===== src/rtl/ci_block_ctrl.sv =====
// ci_block_ctrl: sequencing controller for the coder-interleaver datapath
// Ports:
//   clk, clear_n        clock, async active-low reset
//   k_size_6144, start  block size select and block start (IDLE only)
//   abort               sync abort back to IDLE from any state
//   byte_valid/ready    byte input handshake; shift_en is the shift-register strobe
//   k_latched           block size captured at start
//   mux_ind             serial bit index into the ci/cpii muxes
//   out_valid/ready     bit output handshake; out_last marks index K-1
//   busy, done, err_ovf status; err_ovf flags bytes offered outside LOAD
module ci_block_ctrl #(
  parameter int K_LARGE    = 6144,
  parameter int K_SMALL    = 1056,
  parameter int IDX_W      = 14,
  parameter int SETTLE_CYC = 2
) (
  input  logic             clk,
  input  logic             clear_n,
  input  logic             k_size_6144,
  input  logic             start,
  input  logic             abort,
  input  logic             byte_valid,
  output logic             byte_ready,
  output logic             shift_en,
  output logic             k_latched,
  output logic [IDX_W-1:0] mux_ind,
  output logic             out_valid,
  input  logic             out_ready,
  output logic             out_last,
  output logic             busy,
  output logic             done,
  output logic             err_ovf
);
  typedef enum logic [2:0] {IDLE, LOAD, SETTLE, STREAM, DONE} state_t;
  localparam logic [9:0]       NBL_M1 = 10'(K_LARGE / 8 - 1);
  localparam logic [9:0]       NBS_M1 = 10'(K_SMALL / 8 - 1);
  localparam logic [IDX_W-1:0] KL_M1  = IDX_W'(K_LARGE - 1);
  localparam logic [IDX_W-1:0] KS_M1  = IDX_W'(K_SMALL - 1);
  localparam logic [3:0]       SET_M1 = 4'(SETTLE_CYC - 1);
  state_t           state_q;
  logic [9:0]       byte_cnt_q;
  logic [3:0]       settle_cnt_q;
  logic [IDX_W-1:0] mux_ind_q;
  logic             byte_ready_q, out_valid_q, done_q, err_ovf_q, k_latched_q;
  logic [9:0]       nb_m1;
  logic [IDX_W-1:0] k_m1;
  logic             ovf_set;
  assign nb_m1      = k_latched_q ? NBL_M1 : NBS_M1;
  assign k_m1       = k_latched_q ? KL_M1 : KS_M1;
  // bytes offered while busy but not loading are dropped and flagged
  assign ovf_set    = byte_valid && state_q != IDLE && state_q != LOAD;
  assign shift_en   = byte_valid & byte_ready_q;
  assign byte_ready = byte_ready_q;
  assign k_latched  = k_latched_q;
  assign mux_ind    = mux_ind_q;
  assign out_valid  = out_valid_q;
  assign out_last   = out_valid_q & (mux_ind_q == k_m1);
  assign busy       = state_q != IDLE;
  assign done       = done_q;
  assign err_ovf    = err_ovf_q;
  always_ff @(posedge clk or negedge clear_n) begin
    if (!clear_n) begin
      state_q      <= IDLE;
      byte_cnt_q   <= '0;
      settle_cnt_q <= '0;
      mux_ind_q    <= '0;
      byte_ready_q <= 1'b0;
      out_valid_q  <= 1'b0;
      done_q       <= 1'b0;
      err_ovf_q    <= 1'b0;
      k_latched_q  <= 1'b0;
    end else if (abort && state_q != IDLE) begin
      state_q      <= IDLE;
      byte_cnt_q   <= '0;
      settle_cnt_q <= '0;
      mux_ind_q    <= '0;
      byte_ready_q <= 1'b0;
      out_valid_q  <= 1'b0;
      done_q       <= 1'b0;
      if (ovf_set) err_ovf_q <= 1'b1;
    end else begin
      done_q <= 1'b0;
      if (ovf_set) err_ovf_q <= 1'b1;
      case (state_q)
        IDLE:
          if (start && !abort) begin
            state_q      <= LOAD;
            k_latched_q  <= k_size_6144;
            byte_cnt_q   <= '0;
            err_ovf_q    <= 1'b0;
            byte_ready_q <= 1'b1;
          end
        LOAD:
          if (byte_valid) begin
            if (byte_cnt_q == nb_m1) begin
              state_q      <= SETTLE;
              byte_cnt_q   <= '0;
              settle_cnt_q <= '0;
              byte_ready_q <= 1'b0;
            end else begin
              byte_cnt_q <= byte_cnt_q + 10'd1;
            end
          end
        SETTLE:
          if (settle_cnt_q == SET_M1) begin
            state_q      <= STREAM;
            settle_cnt_q <= '0;
            mux_ind_q    <= '0;
            out_valid_q  <= 1'b1;
          end else begin
            settle_cnt_q <= settle_cnt_q + 4'd1;
          end
        STREAM:
          if (out_ready) begin
            if (mux_ind_q == k_m1) begin
              state_q     <= DONE;
              mux_ind_q   <= '0;
              out_valid_q <= 1'b0;
              done_q      <= 1'b1;
            end else begin
              mux_ind_q <= mux_ind_q + 1'b1;
            end
          end
        DONE:    state_q <= IDLE;
        default: state_q <= IDLE;
      endcase
    end
  end
endmodule


===== config.mk =====
export PLATFORM = sky130hd
export DESIGN_NAME = ci_block_ctrl
export DESIGN_NICKNAME = d
export VERILOG_FILES = /design/src/rtl/ci_block_ctrl.sv
export SDC_FILE = /design/constraint.sdc
export NUM_CORES = 1
export LEC_CHECK = 0
export CORE_MARGIN = 1
export CORE_UTILIZATION = 45
export DETAILED_ROUTE_END_ITERATION = 7
export PLACE_DENSITY = 0.67
export SLEW_MARGIN = 10
export SYNTH_ARGS = -nofsm -noshare
export SYNTH_HDL_FRONTEND = slang
export SYNTH_SLANG_ARGS = --single-unit

===== constraint.sdc =====
create_clock -name clk -period 2.3 [get_ports clk]
set_input_delay 0.69 -clock clk [delete_from_list [all_inputs] [get_ports clk]]
set_output_delay 0.69 -clock clk [all_outputs]
set_load 0.02 [all_outputs]

==> parameters.txt, run 1 <==
Parameter                              Value

Finish
  Ratio of cells with drive above 1 in the final layout    28.71%
  Antenna diode count    0
  Syn-to-layout area delta    36.49%
  Fillers    400
  Nets@finish    327

Job
  # Max-Cap Violations    0

CTS
  Clock slew at the register clock pins of the worst setup and hold paths    0.07 ns
  Clock Path Buffers    2
  Clk sinks    36
  Clock tree from TritonCTS    yes
  Hold buffer count at cts    0
  Clk Latency, worst-skew pair    0.30 ns
  Clk Tree Root Cell    sky130_fd_sc_hd__clkbuf_8
  H-tree depth    2
  Number of buffers created by CTS    5

Critical path
  Worst setup SP type    flop
  Critical path origin    mux_ind[1]
  Nature of the critical path endpoint    primary output
  Delay-heaviest family, CP    simple AND/OR/NAND/NOR gates
  Worst reg2reg path startpoint    mux_ind[1]
  Number of logic stages on the critical path including buffering    6
  End point of the critical path    out_last
  Capture instance of the worst register-to-register path    state_q[0]
  Slowest CP cell    sky130_fd_sc_hd__dfrtp_1
  Required @ worst endpoint    1.61 ns
  Cells along the critical path    ha_2 -> and4_4 -> nand3_4 -> nor3_4 -> and2_4 -> buf_6
  Worst setup path category    reg2out
  Maximum fanout along the worst path    2
  Buf/Inv on CP    1
  CP max stage delay    0.37 ns
  R2r setup slk    0.11 ns
  Critical path arrival    1.63 ns
  Number of cells on the worst reg-to-reg path    9

Power
  Reg power frac    31.3%
  Power consumption    2.629 mW
  Net Switching    1.026 mW
  Peak VDD IR    0.3890 mV
  Part of the power in the clock network    18.3%
  Power per unit of standard cell area    866.8 mW/mm^2
  Proportion of total power due to net switching    39.02%
  Internal power    1.603 mW
  Standby leakage power    1.348 nW
  Logic pwr share    50.4%

Global routing
  Fraction of met2 tracks used by global routing    35.72%
  Global-route track usage on met1    29.74%
  Largest net degree at the start of global routing    37
  Global route hottest layer    met2
  Vias in the first global route    1992
  Routing usage on met3    3.889%
  Total grt overflow    0
  Initial antenna violation count    0
  Wire length of the first global-routing pass    8.907 mm
  Global-route usage over all layers    22.03%

Yosys
  Mean cell area of the mapped netlist    9.298 sq um
  Post-synthesis instance area    0.002222 sq mm
  Post-synthesis mux area share    1.014%
  Number of unique standard cell types used by synthesis    51
  Synth Area in XOR/XNOR    0.3941%
  Ys flop type    sky130_fd_sc_hd__dfrtp_1
  Number of instances in the synthesized netlist    239
  Largest family of logic cells by synthesized area    simple AND/OR/NAND/NOR gates
  Share of the synthesized area in compound gates (AO/OA/AOI/OAI)    22.97%
  Count of flip-flops with a built-in enable after synthesis    0
  Synth Register Bits    36
  Post-synth net total    250
  Synth Area in Adders    2.252%
  Sequential element share of the synthesized area    40.54%
  Post-synthesis async set-or-reset flop share    100.0%
  Simple-gate share of the synthesized area    26.46%
  Number of warning messages in the yosys log    0

Routing
  Post-DR wirelength/cell    14.35 microns
  Vias post-DR    2139
  Detailed-router iteration count before antenna repair    4
  DRC marker count from the first detailed-route iteration    123
  Vias per cell    5.570
  Count of antenna-violating nets left after detailed routing    0
  DRC violations left    0
  Routed wire length    5.512 mm

Timing
  Fin crit period    2.321 ns
  Final Cycle Share    100.9%
  Slew at the pin with the worst max-slew slack    0.5294 ns
  Hold slack final    0.4248 ns
  Unrepaired setup endpoints after global routing    true
  Final hold violation count    0
  Highest Clock Rate    430.9 MHz
  Post-route worst setup slack    -0.02068 ns
  Number of slew-limit violations in the final report    0
  Final setup violation count    1
  Worst-case clock skew    0.007800 ns
  Worst-case headroom to the max-slew limit    64.67%

Floorplanning
  IO Count    29
  Initial core utilization    47.05%
  Placement Rows    25
  Horiz. Die Dim    72.27 microns
  Height of the chip    72.27 microns
  Overall die area    0.005223 sq mm
  Core Area    0.004723 sq mm

Hold path
  Hold WC Path Type    in2async

Placed design
  Count of input and output buffers    28
  Half-perimeter wire length after detailed placement    3.910 mm
  Placer Congestion    0.7795

Run status
  Violations in the final reports    negative setup slack
  Run status    complete, but fails checks
## worst reg2reg max path, stage by stage (launching register included)
cell	delay, ns
sky130_fd_sc_hd__dfrtp_1	0.37
sky130_fd_sc_hd__ha_2	0.18
sky130_fd_sc_hd__and4_4	0.23
sky130_fd_sc_hd__nand3_4	0.09
sky130_fd_sc_hd__buf_4	0.15
sky130_fd_sc_hd__buf_4	0.13
sky130_fd_sc_hd__o31ai_4	0.27
sky130_fd_sc_hd__buf_6	0.21
sky130_fd_sc_hd__nand3_1	0.09
sky130_fd_sc_hd__a221o_1	0.36
## worst min-delay path by stage
stage	depth (start not counted)	slack, ns	endpoint	startpoint
finish	2	0.42	mux_ind[13]	clear_n
global placement	2	0.51	byte_cnt_q[1]	byte_cnt_q[1]
floorplan	0	0.39	byte_cnt_q[0]	clear_n
detailed placement	2	0.52	byte_cnt_q[1]	byte_cnt_q[1]
global route	2	0.47	settle_cnt_q[2]	clear_n
CTS	2	0.45	mux_ind[10]	clear_n
## layout make-up
cell class	count	area, sq um	area share, %
Timing Repair Buffer	80	668.1	22.03
Clock buffer	8	90.09	2.970
Multi-Input combinational cell	179	1236	40.76
Sequential cell	36	902.1	29.74
Tap cell	67	83.83	2.764
Inverter	14	52.55	1.733
## synth_stat cells (5+ instances only)
master	number	area, sq um
sky130_fd_sc_hd__dfrtp_1	36	900.9
sky130_fd_sc_hd__o21ai_0	19	95.09
sky130_fd_sc_hd__a21oi_1	16	80.08
sky130_fd_sc_hd__nor2_1	15	56.30
sky130_fd_sc_hd__inv_1	14	52.55
sky130_fd_sc_hd__nand2_1	14	52.55
sky130_fd_sc_hd__nand3_1	11	55.05
sky130_fd_sc_hd__a22o_1	10	87.58
sky130_fd_sc_hd__and3_1	8	50.05
sky130_fd_sc_hd__nor2b_1	8	50.05
sky130_fd_sc_hd__o22ai_1	8	50.05
sky130_fd_sc_hd__a31oi_1	7	43.79
sky130_fd_sc_hd__nor3_1	6	30.03
sky130_fd_sc_hd__nand4_1	5	31.28
## flip-flops by register name, summed over array words and instances (netlist names)
register / cells
done: 1
err_ovf: 1
mux_ind: 14
k_latched: 1
state_q: 3
out_valid: 1
byte_cnt_q: 10
settle_cnt_q: 4
byte_ready: 1
## cells by family after synthesis
kind of cell / count (synthesis)
multiplexers: 2
XOR/XNOR: 1
adder cells (fa/ha/maj): 4
AO/OA/AOI/OAI: 76
buffers and inverters: 24
AND/OR/NAND/NOR: 96
flip-flops: 36
## power by group through the flow
| stage | Sequential (mW) | Combinational (mW) | Clock (mW) |
|---|---|---|---|
| 2_1_floorplan | 0.867 | 0.723 | 0 |
| 3_3_place_gp | 0.824 | 1.24 | 0 |
| 3_5_place_dp | 0.829 | 1.26 | 0 |
| 4_1_cts | 0.821 | 1.28 | 0.485 |
| 5_1_grt | 0.835 | 1.44 | 0.506 |
| 6_report | 0.822 | 1.33 | 0.481 |
## placed cells by master, fill, tap and decap left out, drive strengths merged, types with 2 or more instances in the layout
master         netlist  final
a21oi               16     16
a221o                2      2
a22o                10     10
a31oi                7      7
a41oi                2      2
and2                 4      4
and3                10     10
and4                 6      6
buf                  4     54
clkbuf               6      8
clkdlybuf4s50        0     23
dfrtp               36     36
dlygate4sd2          0      2
ha                   4      4
inv                 14     14
mux2                 2      2
nand2               14     14
nand2b               2      2
nand3               11     11
nand4                5      5
nor2                15     15
nor2b                8      8
nor3                 6      6
nor4                 3      3
o21ai               20     20
o22ai                8      8
o31ai                3      3
or2                  3      3
or4b                 2      2
## metal layers
layer | vias up | wire, microns | part of all wire (%)
met5 | - | 0 | 0
met2 | 34 | 2621 | 48
li1 | 1053 | - | -
met3 | 8 | 159 | 2.9
met1 | 1044 | 2652 | 48
met4 | 0 | 79 | 1.4
## metrics by stage
step	area, sq um	worst slack [ns]	util (%)	std cells	TNS (ns)
floorplan	2222	0.04085	-	239	0
global placement	2845	-0.4178	60.24	371	-7.546
detailed placement	2845	-0.4102	60.24	371	-7.865
CTS	2962	-0.03856	62.70	379	-0.03856
global route	3033	-0.1005	64.21	384	-0.1005
finish	3033	-0.02068	64.21	384	-0.02068
## what timing repair did
item                       4_1_cts  5_1_grt
setup endpoints to repair       17        3
cloned                           0        0
resized for setup               16        9
pin swaps                        1        4
buffers inserted                 0        5
(Power assumes the default switching activity.)
==> inputs of run 2 (changes only) <==
--- a/config.mk
+++ b/config.mk
@@ -7,8 +7,10 @@
 export LEC_CHECK = 0
 export CORE_MARGIN = 1
 export CORE_UTILIZATION = 45
+export CTS_CLUSTER_SIZE = 24
 export DETAILED_ROUTE_END_ITERATION = 7
 export PLACE_DENSITY = 0.67
+export RECOVER_POWER = 25
 export SLEW_MARGIN = 10
 export SYNTH_ARGS = -nofsm -noshare
 export SYNTH_HDL_FRONTEND = slang
==> run 2 against run 1 <==
Net effect: flip-flop and latch count did not move; register-to-register slack barely moved; the flow still finishes with violations (negative setup slack); largest power group unchanged; cell count did not move; routed wire length barely moved; hold slack improved by 0.11 ns; largest cell class unchanged; combinational power barely moved; fmax did not move; clock power barely moved.
==> parameters.txt, run 2 (synthesis results as in run 1) <==
Parameter                              Value

Run status
  Run status    complete, but fails checks
  Violations in the final reports    negative setup slack

Critical path
  Cells along the critical path    ha_2 -> and4_4 -> nand3_4 -> nor3_4 -> and2_4 -> buf_6
  R2r setup slk    0.11 ns (about the same)
  Delay-heaviest family, CP    simple AND/OR/NAND/NOR gates
  Capture instance of the worst register-to-register path    state_q[0]
  CP max stage delay    0.37 ns (about the same)
  Buf/Inv on CP    1 (unchanged)
  Worst reg2reg path startpoint    mux_ind[1]
  Worst setup SP type    flop
  Number of cells on the worst reg-to-reg path    9 (unchanged)
  Number of logic stages on the critical path including buffering    6 (unchanged)
  Slowest CP cell    sky130_fd_sc_hd__dfrtp_1
  Critical path arrival    1.63 ns (about the same)
  Nature of the critical path endpoint    primary output
  Worst setup path category    reg2out
  Maximum fanout along the worst path    2 (unchanged)
  Required @ worst endpoint    1.61 ns (about the same)

Placed design
  Cell Area, Placed    0.002845 sq mm (unchanged)
  Post-placement cell count    371 (unchanged)
  Placer Congestion    0.7795 (unchanged)
  Half-perimeter wire length after detailed placement    3.910 mm (unchanged)
  Count of input and output buffers    28 (unchanged)

Routing
  Routed wire length    5.513 mm (about the same)
  Detailed-router iteration count before antenna repair    4 (unchanged)
  DRC marker count from the first detailed-route iteration    123 (unchanged)
  Vias per cell    5.570 (unchanged)
  Vias post-DR    2139 (unchanged)
  Post-DR wirelength/cell    14.36 microns (about the same)
  Count of antenna-violating nets left after detailed routing    0 (unchanged)
  DRC violations left    0 (unchanged)

CTS
  Clk Tree Root Cell    sky130_fd_sc_hd__clkbuf_8
  Clock Path Buffers    2 (unchanged)
  Number of buffers created by CTS    5 (unchanged)
  Clock tree from TritonCTS    yes
  H-tree depth    2 (unchanged)
  Clock slew at the register clock pins of the worst setup and hold paths    0.07 ns (about the same)
  Clk Latency, worst-skew pair    0.30 ns (about the same)
  Clk sinks    36 (unchanged)
  Hold buffer count at cts    0 (unchanged)

Power
  Standby leakage power    1.347 nW (about the same)
  Power consumption    2.628 mW (about the same)
  Peak VDD IR    0.3890 mV (about the same)
  Power per unit of standard cell area    867.3 mW/mm^2 (about the same)

Hold path
  Depth of the worst hold-timing path    2
  Min-delay src    byte_cnt_q[1]
  Worst Hold Path EP    byte_cnt_q[1]
  Hold WC Path Type    reg2reg

Finish
  Syn-to-layout area delta    36.37% (about the same)
  Ratio of cells with drive above 1 in the final layout    28.71% (unchanged)
  Most common cell after layout, fill and taps aside    sky130_fd_sc_hd__buf_4
  Fillers    401 (+0.25%)
  Antenna diode count    0 (unchanged)
  Nets@finish    327 (unchanged)
  Most frequent cells in the layout    sky130_fd_sc_hd__buf_4, sky130_fd_sc_hd__dfrtp_1, sky130_fd_sc_hd__clkdlybuf4s50_1
  Flip-flop count of the largest register, all copies and words added    14 (unchanged)
  Final standard cell count with taps included and fillers excluded    384 (unchanged)
  Cell area after layout    0.003030 sq mm (about the same)

Timing
  Final Cycle Share    100.9% (unchanged)
  Worst-case clock skew    0.007800 ns (unchanged)
  Slew at the pin with the worst max-slew slack    0.9211 ns (+0.3917 ns)
  Final setup violation count    1 (unchanged)
  Fin crit period    2.321 ns (unchanged)
  Unrepaired setup endpoints after global routing    true
  Post-route worst setup slack    -0.02068 ns (unchanged)
  Worst-case headroom to the max-slew limit    38.59% (-26 points)
  Highest Clock Rate    430.9 MHz (unchanged)
  Final hold violation count    0 (unchanged)
  Number of slew-limit violations in the final report    0 (unchanged)

Global routing
  Vias in the first global route    1992 (unchanged)
  Global-route usage over all layers    22.03% (unchanged)
  Total grt overflow    0 (unchanged)
  Wire length of the first global-routing pass    8.907 mm (unchanged)
  Initial antenna violation count    0 (unchanged)
  Largest net degree at the start of global routing    37 (unchanged)

Floorplanning
  Core Area    0.004723 sq mm (unchanged)
  Height of the chip    72.27 microns (unchanged)
  Placement Rows    25 (unchanged)
  Horiz. Die Dim    72.27 microns (unchanged)
  Initial core utilization    47.05% (unchanged)
  Overall die area    0.005223 sq mm (unchanged)
  IO Count    29 (unchanged)

Job
  # Max-Cap Violations    0 (unchanged)
## run 2: worst max path at each step
| stage | to | from | slack [ns] |
|---|---|---|---|
| final | out_last | mux_ind[1] | -0.02 |
| after detailed placement | mux_ind[0] | abort | -0.41 |
| after global placement | mux_ind[0] | abort | -0.42 |
| after floorplan | out_last | mux_ind[0] | 0.04 |
| after CTS | out_last | k_latched | -0.04 |
| after global routing | out_last | mux_ind[1] | -0.10 |
## run 2: stage by stage
step                utilization (%)  hold WS, ns  setup WS (ns)  TNS (ns)
finish                        64.16       0.5327       -0.02068  -0.02068
global route                  64.16       0.5729        -0.1005   -0.1005
CTS                           62.70       0.4510       -0.03856  -0.03856
detailed placement            60.24       0.5185        -0.4102    -7.865
global placement              60.24       0.5053        -0.4178    -7.546
floorplan                         -       0.3944        0.04085         0
## run 2: where the power goes
part	switching (mW)	total (mW)	internal (mW)
registers	0.0976	0.822	0.724
logic	0.692	1.33	0.633
clock network	0.237	0.481	0.245
total	1.03	2.63	1.60
## run 2: repair_timing
item | 4_1_cts | 5_1_grt
pin swaps | 1 | 4
endpoints found under the setup margin | 17 | 3
resized for setup | 16 | 9
buffers inserted | 0 | 5
## run 2: cell type report
class	instances	area (sq um)	area share [%]
multi-input combinational	179	1236	40.79
sequential	36	902.1	29.77
timing repair buffer	80	665.6	21.97
clock buffer	8	90.09	2.973
tap	67	83.83	2.766
inverter	14	52.55	1.734
## run 2: tightest hold or removal path, stage by stage (launching register included)
cell and delay [ns]:
sky130_fd_sc_hd__dfrtp_1 0.39, sky130_fd_sc_hd__nand2_1 0.05, sky130_fd_sc_hd__o21ai_0 0.06
## run 2: per-layer routing
metal	wire length (microns)	GRT usage, %	up-vias
met1	2652	29.74	1044
met3	159	3.889	8
met2	2621	35.72	34
met5	0	0	-
met4	79	7.625	0
li1	-	-	1053
